--- src/rtl/led_ctrl_pkg.sv ---
// Shared encodings and sizing helpers for the multi-channel LED controller.
package led_ctrl_pkg;

    typedef enum logic [1:0] {
        MODE_OFF   = 2'd0,
        MODE_ON    = 2'd1,
        MODE_BLINK = 2'd2,
        MODE_BURST = 2'd3
    } mode_e;

    typedef enum logic [2:0] {
        S_OFF,
        S_ON,
        S_BLK_ON,
        S_BLK_OFF,
        S_BST_ON,
        S_BST_OFF
    } chan_state_e;

    function automatic int calc_div(input int clk_freq, input int tick_hz);
        return clk_freq / tick_hz;
    endfunction

    // Counter width for a modulo-n counter, never below one bit.
    function automatic int cnt_width(input int n);
        return (n > 1) ? $clog2(n) : 1;
    endfunction

endpackage

--- src/rtl/led_ctrl_chan.sv ---
// One LED channel: mode FSM, phase/burst counters, led/busy/done registers.
// LED_CTRL_PWM_EN adds a per-channel duty register gating the on level.
module led_ctrl_chan
    import led_ctrl_pkg::*;
#(
    parameter int C_HALF_TICKS = 50,
    parameter int C_CNT_W      = 8,
    parameter int C_ACTIVE_LOW = 0
) (
    input  logic               clk,
    input  logic               rst_n,
    input  logic               tick,
    input  logic               wr,
    input  logic [1:0]         wr_mode,
    input  logic [C_CNT_W-1:0] wr_count,
`ifdef LED_CTRL_PWM_EN
    input  logic [3:0]         wr_duty,
    input  logic [3:0]         pwm_cnt,
`endif
    output logic               led,
    output logic               busy,
    output logic               done
);

    localparam int              PH_W    = cnt_width(C_HALF_TICKS);
    localparam logic [PH_W-1:0] PH_LAST = PH_W'(C_HALF_TICKS - 1);
    localparam logic            LED_INV = (C_ACTIVE_LOW != 0);

    chan_state_e        state, state_n;
    logic [PH_W-1:0]    ph, ph_n;
    logic [C_CNT_W-1:0] rem, rem_n;
    logic               zero_pend, zero_pend_n;
    logic               done_n;
    logic               lit;
`ifdef LED_CTRL_PWM_EN
    logic [3:0]         duty;
`endif

    always_comb begin
        state_n     = state;
        ph_n        = ph;
        rem_n       = rem;
        done_n      = zero_pend;
        zero_pend_n = 1'b0;
        if (wr) begin
            // A write always wins over a coincident tick.
            ph_n = '0;
            case (mode_e'(wr_mode))
                MODE_ON:    state_n = S_ON;
                MODE_BLINK: state_n = S_BLK_ON;
                MODE_BURST: begin
                    if (wr_count == '0) begin
                        state_n     = S_OFF;
                        zero_pend_n = 1'b1;
                    end else begin
                        state_n = S_BST_ON;
                        rem_n   = wr_count;
                    end
                end
                default:    state_n = S_OFF;
            endcase
        end else if (tick && (state == S_BLK_ON || state == S_BLK_OFF ||
                              state == S_BST_ON || state == S_BST_OFF)) begin
            if (ph != PH_LAST) begin
                ph_n = ph + 1'b1;
            end else begin
                ph_n = '0;
                case (state)
                    S_BLK_ON:  state_n = S_BLK_OFF;
                    S_BLK_OFF: state_n = S_BLK_ON;
                    S_BST_ON: begin
                        state_n = S_BST_OFF;
                        rem_n   = rem - 1'b1;
                    end
                    S_BST_OFF: begin
                        if (rem != '0) begin
                            state_n = S_BST_ON;
                        end else begin
                            state_n = S_OFF;
                            done_n  = 1'b1;
                        end
                    end
                    default: ;
                endcase
            end
        end
    end

    always_comb begin
        lit = (state == S_ON) || (state == S_BLK_ON) || (state == S_BST_ON);
`ifdef LED_CTRL_PWM_EN
        lit = lit && (pwm_cnt < duty);
`endif
    end

    always_ff @(posedge clk or negedge rst_n) begin
        if (!rst_n) begin
            state     <= S_OFF;
            ph        <= '0;
            rem       <= '0;
            zero_pend <= 1'b0;
            led       <= LED_INV;
            busy      <= 1'b0;
            done      <= 1'b0;
`ifdef LED_CTRL_PWM_EN
            duty      <= 4'd15;
`endif
        end else begin
            state     <= state_n;
            ph        <= ph_n;
            rem       <= rem_n;
            zero_pend <= zero_pend_n;
            // led follows the state one cycle later; busy tracks the new state.
            led       <= lit ^ LED_INV;
            busy      <= (state_n == S_BST_ON) || (state_n == S_BST_OFF);
            done      <= done_n;
`ifdef LED_CTRL_PWM_EN
            if (wr) duty <= wr_duty;
`endif
        end
    end

endmodule

--- src/rtl/led_ctrl.sv ---
// Multi-channel LED controller top: shared prescaler, write decode, channel array.
// Define LED_CTRL_PWM_EN to add per-channel 15-step PWM dimming (wr_duty port).
module led_ctrl
    import led_ctrl_pkg::*;
#(
    parameter int C_CLK_FREQ   = 125000000,
    parameter int C_TICK_HZ    = 100,
    parameter int C_HALF_TICKS = 50,
    parameter int C_NUM_LEDS   = 4,
    parameter int C_CNT_W      = 8,
    parameter int C_ACTIVE_LOW = 0
) (
    input  logic                              clk,
    input  logic                              rst_n,
    input  logic                              wr_en,
    input  logic [cnt_width(C_NUM_LEDS)-1:0]  wr_ch,
    input  logic [1:0]                        wr_mode,
    input  logic [C_CNT_W-1:0]                wr_count,
`ifdef LED_CTRL_PWM_EN
    input  logic [3:0]                        wr_duty,
`endif
    output logic [C_NUM_LEDS-1:0]             led,
    output logic [C_NUM_LEDS-1:0]             busy,
    output logic [C_NUM_LEDS-1:0]             done
);

    localparam int C_DIV = calc_div(C_CLK_FREQ, C_TICK_HZ);
    localparam int PS_W  = cnt_width(C_DIV);
    localparam int CH_W  = cnt_width(C_NUM_LEDS);

    logic [PS_W-1:0] ps_cnt;
    logic            tick;

    assign tick = (ps_cnt == PS_W'(C_DIV - 1));

    // Free-running; writes never realign it, so first phases may be short.
    always_ff @(posedge clk or negedge rst_n) begin
        if (!rst_n) ps_cnt <= '0;
        else        ps_cnt <= tick ? '0 : ps_cnt + 1'b1;
    end

`ifdef LED_CTRL_PWM_EN
    logic [3:0] pwm_cnt;

    always_ff @(posedge clk or negedge rst_n) begin
        if (!rst_n) pwm_cnt <= '0;
        else        pwm_cnt <= (pwm_cnt == 4'd14) ? 4'd0 : pwm_cnt + 4'd1;
    end
`endif

    for (genvar i = 0; i < C_NUM_LEDS; i++) begin : g_chan
        led_ctrl_chan #(
            .C_HALF_TICKS (C_HALF_TICKS),
            .C_CNT_W      (C_CNT_W),
            .C_ACTIVE_LOW (C_ACTIVE_LOW)
        ) u_chan (
            .clk      (clk),
            .rst_n    (rst_n),
            .tick     (tick),
            .wr       (wr_en && (wr_ch == CH_W'(i))),
            .wr_mode  (wr_mode),
            .wr_count (wr_count),
`ifdef LED_CTRL_PWM_EN
            .wr_duty  (wr_duty),
            .pwm_cnt  (pwm_cnt),
`endif
            .led      (led[i]),
            .busy     (busy[i]),
            .done     (done[i])
        );
    end

endmodule

--- config.mk ---
export PLATFORM = sky130hd
export DESIGN_NAME = led_ctrl
export DESIGN_NICKNAME = d
export VERILOG_FILES = /design/src/rtl/led_ctrl_pkg.sv /design/src/rtl/led_ctrl_chan.sv /design/src/rtl/led_ctrl.sv
export SDC_FILE = /design/constraint.sdc
export NUM_CORES = 1
export LEC_CHECK = 0
export ABC_AREA = 1
export BUFFER_PORTS_ARGS = -buffer_cell sky130_fd_sc_hd__buf_4
export CAP_MARGIN = 25
export CORE_ASPECT_RATIO = 0.9
export CORE_MARGIN = 5
export CORE_UTILIZATION = 62
export DETAILED_ROUTE_END_ITERATION = 8
export PLACE_DENSITY = 0.84
export SKIP_LAST_GASP = 1
export SYNTH_ARGS = -nofsm -noshare
export SYNTH_HDL_FRONTEND = slang
export SYNTH_SLANG_ARGS = --single-unit
--- constraint.sdc ---
create_clock -name clk -period 3.56 [get_ports clk]
set_clock_uncertainty 0.05 [all_clocks]
set_input_delay 0.178 -clock clk [delete_from_list [all_inputs] [get_ports clk]]
set_output_delay 0.178 -clock clk [all_outputs]
set_load 0.03 [all_outputs]
**Yosys cells after proc, flatten, opt, wreduce, memory -nomap -nowiden**

Cells that the tools add are included.

- Bits in read-only memories: 0
- Flip-flop bits (word level): 105
- RAM bits: 0
- Input port bits: 15
- Memories kept: 0
- Output and inout bits: 12
- Bits in latches: 0

- Divide/modulo/power cells: 0
- Reductions and logical operators: 50
- Multiply operators: 0
- Shift-type cells: 0
- Equality and inequality tests: 51
- Bitwise gates (word level): 0
- Add/subtract/negate cells: 9
- Mux-type cells: 79
- Magnitude comparators: 0

Operators by type and width:

| kind | count |
|---|---|
| 8-bit two-way mux | 18 |
| 6-bit two-way mux | 12 |
| 3-bit two-way mux | 17 |
| 3-bit equality test (second input constant) | 16 |
| 3-bit one-hot mux with 4 select lines | 4 |
| 8-bit nonzero test | 4 |
| 8-bit by 1-bit subtractor with 8-bit output (second input constant) | 4 |
| 1-bit two-way mux | 26 |
| 6-bit by 1-bit adder with 6-bit output (second input constant) | 4 |
| 3-bit by 2-bit equality test with 1-bit output (second input constant) | 8 |
| 1-bit logical OR | 24 |
| 6-bit inequality test (second input constant) | 4 |
| 21-bit by 1-bit adder with 21-bit output (second input constant) | 1 |
| 21-bit equality test (second input constant) | 1 |
| 21-bit two-way mux | 1 |
| 5-bit AND reduction | 4 |
| 2-bit inequality test (second input constant) | 8 |
| 2-bit nonzero test | 8 |
| 3-bit by 1-bit equality test with 1-bit output (second input constant) | 4 |
| 3-bit one-hot mux with 3 select lines | 1 |
| 2-bit equality test (second input constant) | 4 |
| 1-bit logical AND | 8 |
| 8-bit zero test | 1 |
| 2-bit by 1-bit inequality test with 1-bit output (second input constant) | 4 |
| 2 further kinds | 3 |

**Logic depth before layout (Yosys ltp)**

- Word-level depth: 9
- Depth in mapped cells: 11
- Mapped depth without buffers: 11

**Hierarchy**

A second synthesis with hierarchy kept.

- Cells, all modules: 923
- Area total of the unflattened synthesis: 6621.4 sq um

By module, submodules not included:

| module | times used | sequential area each (sq um) | cells each | area an instance (sq um) |
|---|---|---|---|---|
| led_ctrl_chan at g_chan[0].u_chan ... | 3 | 525.5 | 190 | 1353.8 |
| led_ctrl_chan at g_chan[3].u_chan | 1 | 525.5 | 190 | 1322.5 |
| led_ctrl | 1 | 525.5 | 163 | 1237.4 |

**Least setup slack after synthesis**

OpenSTA, ideal clock, no wires.

- Path kind: reg-to-reg
- Start point: register g_chan[2].u_chan.ph[1]
- End point: register g_chan[2].u_chan.rem[5]
- Period minus slack after synthesis: 1.689 ns
- Slack: 1.871 ns
- Required time: 3.392 ns
- Stages on the path, launching flop included: 10
- Library setup time: 0.118 ns
- Arrival: 1.520 ns
- Path through: dfrtp_1 -> inv_1 -> ha_1 -> inv_1 -> nor3_1 -> nor2_1 -> inv_2 -> nand3_2 -> nand2_1 -> nand2_1

- Cells in the longest elaborated chain, start to end: 3

RTL lines:

| element | line | source |
|---|---|---|
| start, declared | led_ctrl_chan.sv:30 | `logic [PH_W-1:0] ph, ph_n;` |
| start signal, assigned | led_ctrl_chan.sv:110 | `ph <= ph_n;` |
| 6-bit inequality test | led_ctrl_chan.sv:64 | `if (ph != PH_LAST) begin` |
| 2-bit by 1-bit inequality test with 1-bit output (no source line) | n/a |  |
| 5-bit AND reduction (no source line) | n/a |  |
| end signal, assigned | led_ctrl_chan.sv:111 | `rem <= rem_n;` |
| end, declared | led_ctrl_chan.sv:31 | `logic [C_CNT_W-1:0] rem, rem_n;` |

No other way between the ends.
A chain may end at the register's enable or synchronous reset.

**Worst setup path in the final report**

- Start point: register ps_cnt[0]
- End point: register g_chan[1].u_chan.busy

- Cells in the longest elaborated chain, start to end: 6

RTL lines:

| element | line | source |
|---|---|---|
| start, declared | led_ctrl.sv:31 | `logic [PS_W-1:0] ps_cnt;` |
| start signal, assigned | led_ctrl.sv:39 | `else ps_cnt <= tick ? '0 : ps_cnt + 1'b1;` |
| 21-bit equality test * | led_ctrl.sv:34 | `assign tick = (ps_cnt == PS_W'(C_DIV - 1));` |
| 1-bit logical AND * | led_ctrl_chan.sv:62 | `end else if (tick && (state == S_BLK_ON \|\| state == S_BLK_OFF \|\|` |
| 3-bit two-way mux * | led_ctrl_chan.sv:62 |  |
| 3-bit two-way mux * | led_ctrl_chan.sv:45 | `if (wr) begin` |
| 3-bit equality test | led_ctrl_chan.sv:115 | `busy <= (state_n == S_BST_ON) \|\| (state_n == S_BST_OFF);` |
| 1-bit logical OR * | led_ctrl_chan.sv:115 |  |
| end signal, assigned | led_ctrl_chan.sv:115 |  |
| end, declared | led_ctrl_chan.sv:21 | `output logic busy,` |

Mark *: on every way between the ends. The rest lies on a longest branch, timed or not.

==> results by group <==
Placement
  • Placed cell area: approximately 0.0064 mm2
  • Dpl hpwl: roughly 10 mm
  • Port-buffer cells: 26
  • GP Congestion: 0.949

Clock network
  • Clock-pin slew of the registers on the worst-case setup and hold paths: 0.10 ns
  • Clock Latency Late Sink: 0.37 ns
  • Hold_buf cts: 1
  • Root Driver: clkbuf_8
  • Cts bufs inserted: 9
  • Post-CTS setup buffer count: 0
  • TritonCTS clock tree: built
  • CTS Buffer Depth: 2
  • Clk sink count: approximately 110
  • CTS resizes: 0
  • Number of H-tree levels: 3

Worst setup path
  • CP Launch Type: flip-flop
  • CP Cell Sequence: ha_1, nand3_1, nor2_1, nand3_1, nor2_2, nand3_1, nand2_1, a21oi_1
  • Cell family with most CP delay: simple AND/OR/NAND/NOR gates
  • Slowest CP cell: nand3_1
  • CP Data Required Time: 3.77 ns
  • Most used cell, CP: nand3_1
  • Crit path kind: flip-flop to flip-flop
  • Buf/Inv on CP: 0
  • CP arrival: around 2.6 ns
  • Max FO, Critical Path: 11
  • FF-to-FF setup slack: 1.19 ns
  • CP peak stage delay: 0.49 ns
  • Worst setup EP type: flip-flop

Yosys
  • Top cells by area, synth: dfrtp_1, nand2_1, inv_1, nand3_1, nor2_1
  • Most instantiated library cell after synthesis: nand2_1
  • Post-synth EDFFs: 0
  • Post-synth top area cell: dfrtp_1
  • Seq cells post-synth: 105
  • Syn avg cell area: about 7.4 um2
  • Primary FF master, synth: dfrtp_1
  • Yosys top cell area share: 42.7%
  • Syn nets: ~860
  • Synthesized area: ~0.0061 mm2
  • Commonest cells post-synth: nand2_1, dfrtp_1, inv_1, nor2_1, nand3_1
  • Sequential fraction of the synthesis area: around 43%
  • YS warnings: 0
  • Distinct cell type count after synthesis: 32
  • Ys async rst share: 100%
  • Post-synthesis cell count: around 830

Global routing
  • Vias in the first global route: about 5,200
  • GR Overflow Total: 0
  • Pin count of the biggest net entering global routing: 67
  • Initial antenna violation count: 0
  • GRT Total Usage: 24.2%
  • First-pass GRT wire length: 23.8 mm

STA
  • Tightest Pin Transition: around 0.84 ns
  • Rel. slew slack: 43.9%
  • Post-route clock period utilization: 66.4%
  • Final Max Slew Viols: 0
  • Final setup TNS: 0 ns
  • Fin. Hold Viols: 0
  • # setup viols final: 0
  • Fmax: around 0.42 GHz
  • Unrepaired setup endpoints after global routing: false
  • Final Critical Period: around 2.4 ns

Floorplanning
  • Die width: approximately 110 um
  • Total die area: 0.0120 mm2
  • Num ports: 27
  • Die height: roughly 100 um
  • Initial Util: 63.4%
  • Row Count: 34
  • CORE AREA: 0.00970 mm2

Final layout
  • Fin util: 67.9%
  • Sequential Area: about 0.0026 mm2
  • Nets@finish: around 880
  • Design Area, Final: around 0.0066 mm2
  • Number of diodes: 0
  • Area occupied by multi-input gates: about 0.0029 mm2
  • Filler cells: between 700 and 800
  • Area grow syn2layout: 7.12%
  • Layout cell share with drive strength beyond 1: 9.38%

Run status
  • Status: complete, no violations

Pwr
  • P_leak: 3.19 nW
  • P_sw: about 960 uW
  • Sw frac: 33.1%
  • Clk pwr share: a little over a quarter
  • Int Power: 1.94 mW
  • Maximum VDD drop: between 200 and 300 uV
  • Flop pwr share: 48.7%
  • Logic gate share of total power: between 20% and 30%
  • Pwr/cell area: approximately 440 mW/mm2

Detailed routing
  • Routed WL: about 14 mm
  • Detailed Route Iter0 Violations: roughly 560
  • Final ANT Viol Nets: 0
  • Vias: around 5,500
  • Via density: roughly 5.6
  • WL/cell: 14.1 um
  • Drc violations: 0
  • Drt first pass iters: 5

Worst hold path
  • Worst Hold Class: input pin to flip-flop

Run
  • Max_cap viols: 0
## path summary, 6_finish.rpt
kind                                                 to  cells past startpoint                        from
min in group asynchronous                    ps_cnt[15]                      2                       rst_n
worst min-delay path            g_chan[0].u_chan.rem[0]                      5                 wr_count[0]
worst max register to register    g_chan[1].u_chan.busy                      8                   ps_cnt[0]
max in group asynchronous       g_chan[0].u_chan.rem[7]                      3                       rst_n
worst min register to register    g_chan[2].u_chan.done                      1  g_chan[2].u_chan.zero_pend
worst max-delay path              g_chan[1].u_chan.busy                      8                   ps_cnt[0]
## through the flow
step | hold WS (ns) | worst slack (ns) | std cells | power (mW)
after floorplan | -0.168 | 1.87 | 831 | 1.97
after global placement | 0.283 | 1.37 | 963 | 2.10
after detailed placement | 0.291 | 1.20 | 963 | 2.14
after CTS | 0.106 | 1.19 | 979 | 2.91
after global routing | 0.115 | 0.970 | 979 | 3.09
final | 0.123 | 1.19 | 979 | 2.90
## placed cells by master (no fill, tap or decap)
cell / n
nor3_2: 2
buf_4: 31
o211ai_1: 3
nand2_1: 201
o21bai_1: 4
ha_1: 13
nand4_1: 29
nand3b_1: 2
nor3_4: 1
xor2_1: 26
bufinv_16: 1
nor2_4: 3
o21ai_2: 1
nand3_1: 72
a31o_2: 1
nor4_1: 1
dfrtp_1: 105
dlygate4sd3_1: 1
o21ai_1: 35
inv_6: 1
nor3_1: 22
clkinv_2: 1
a21oi_1: 19
o22ai_1: 5
inv_1: 100
clkbuf_8: 11
a31oi_1: 3
inv_2: 18
nand3_2: 2
xnor2_1: 7
nor2_1: 91
o21ai_0: 33
nand2_2: 3
nor2_2: 3
o31ai_1: 1
clkinvlp_4: 1
## state kept, by name, summed over array words and instances (netlist names)
signal                   cells
g_chan.u_chan.rem           32
g_chan.u_chan.led            4
g_chan.u_chan.zero_pend      4
g_chan.u_chan.ph            24
g_chan.u_chan.state         12
g_chan.u_chan.busy           4
ps_cnt                      21
g_chan.u_chan.done           4
## cell families after synthesis
group / after synthesis / share of synthesized area [%]
AOI/OAI and AO/OA: 105 / 9.16
xor gates and xnor gates: 33 / 4.70
adders and majority gates: 13 / 2.65
buffers and inverters: 143 / 9.89
DFF: 105 / 42.7
and+or+nand+nor: 432 / 30.9
## worst register-to-register path, delay by kind of cell, from the launching register on
kind | cells | cell delay (ns)
DFF | 1 | 0.40
and+or+nand+nor | 6 | 1.53
adders and majority gates | 1 | 0.20
AOI/OAI and AO/OA | 1 | 0.07
## metal layers
layer / track usage, % / part of all wire (%) / vias to the layer above / wire [um]
li1: - / - / 2702 / -
met1: 34.2 / 46 / 2604 / 6350
met2: 37.6 / 47 / 161 / 6470
met3: 5.29 / 5.9 / 16 / 820
met4: 6.54 / 1.2 / 0 / 172
met5: 0 / 0 / - / 0
## layout make-up
type | instances | share of cell area [%]
flip-flops and latches | 105 | 39.9
multi-input cells | 583 | 44.2
repair buffers | 32 | 3.69
inverters | 118 | 6.73
clock inverters | 4 | 0.779
clock buffers | 11 | 2.30
well taps | 126 | 2.39
## power groups by stage
stage               combinational [mW]  sequential (mW)  clock, mW
detailed placement               0.712             1.43          0
floorplan                        0.558             1.41          0
global route                     0.822             1.43      0.838
finish                           0.723             1.41      0.767
global placement                 0.678             1.43          0
CTS                              0.718             1.41      0.785
Power figures use the tool's default switching activity.
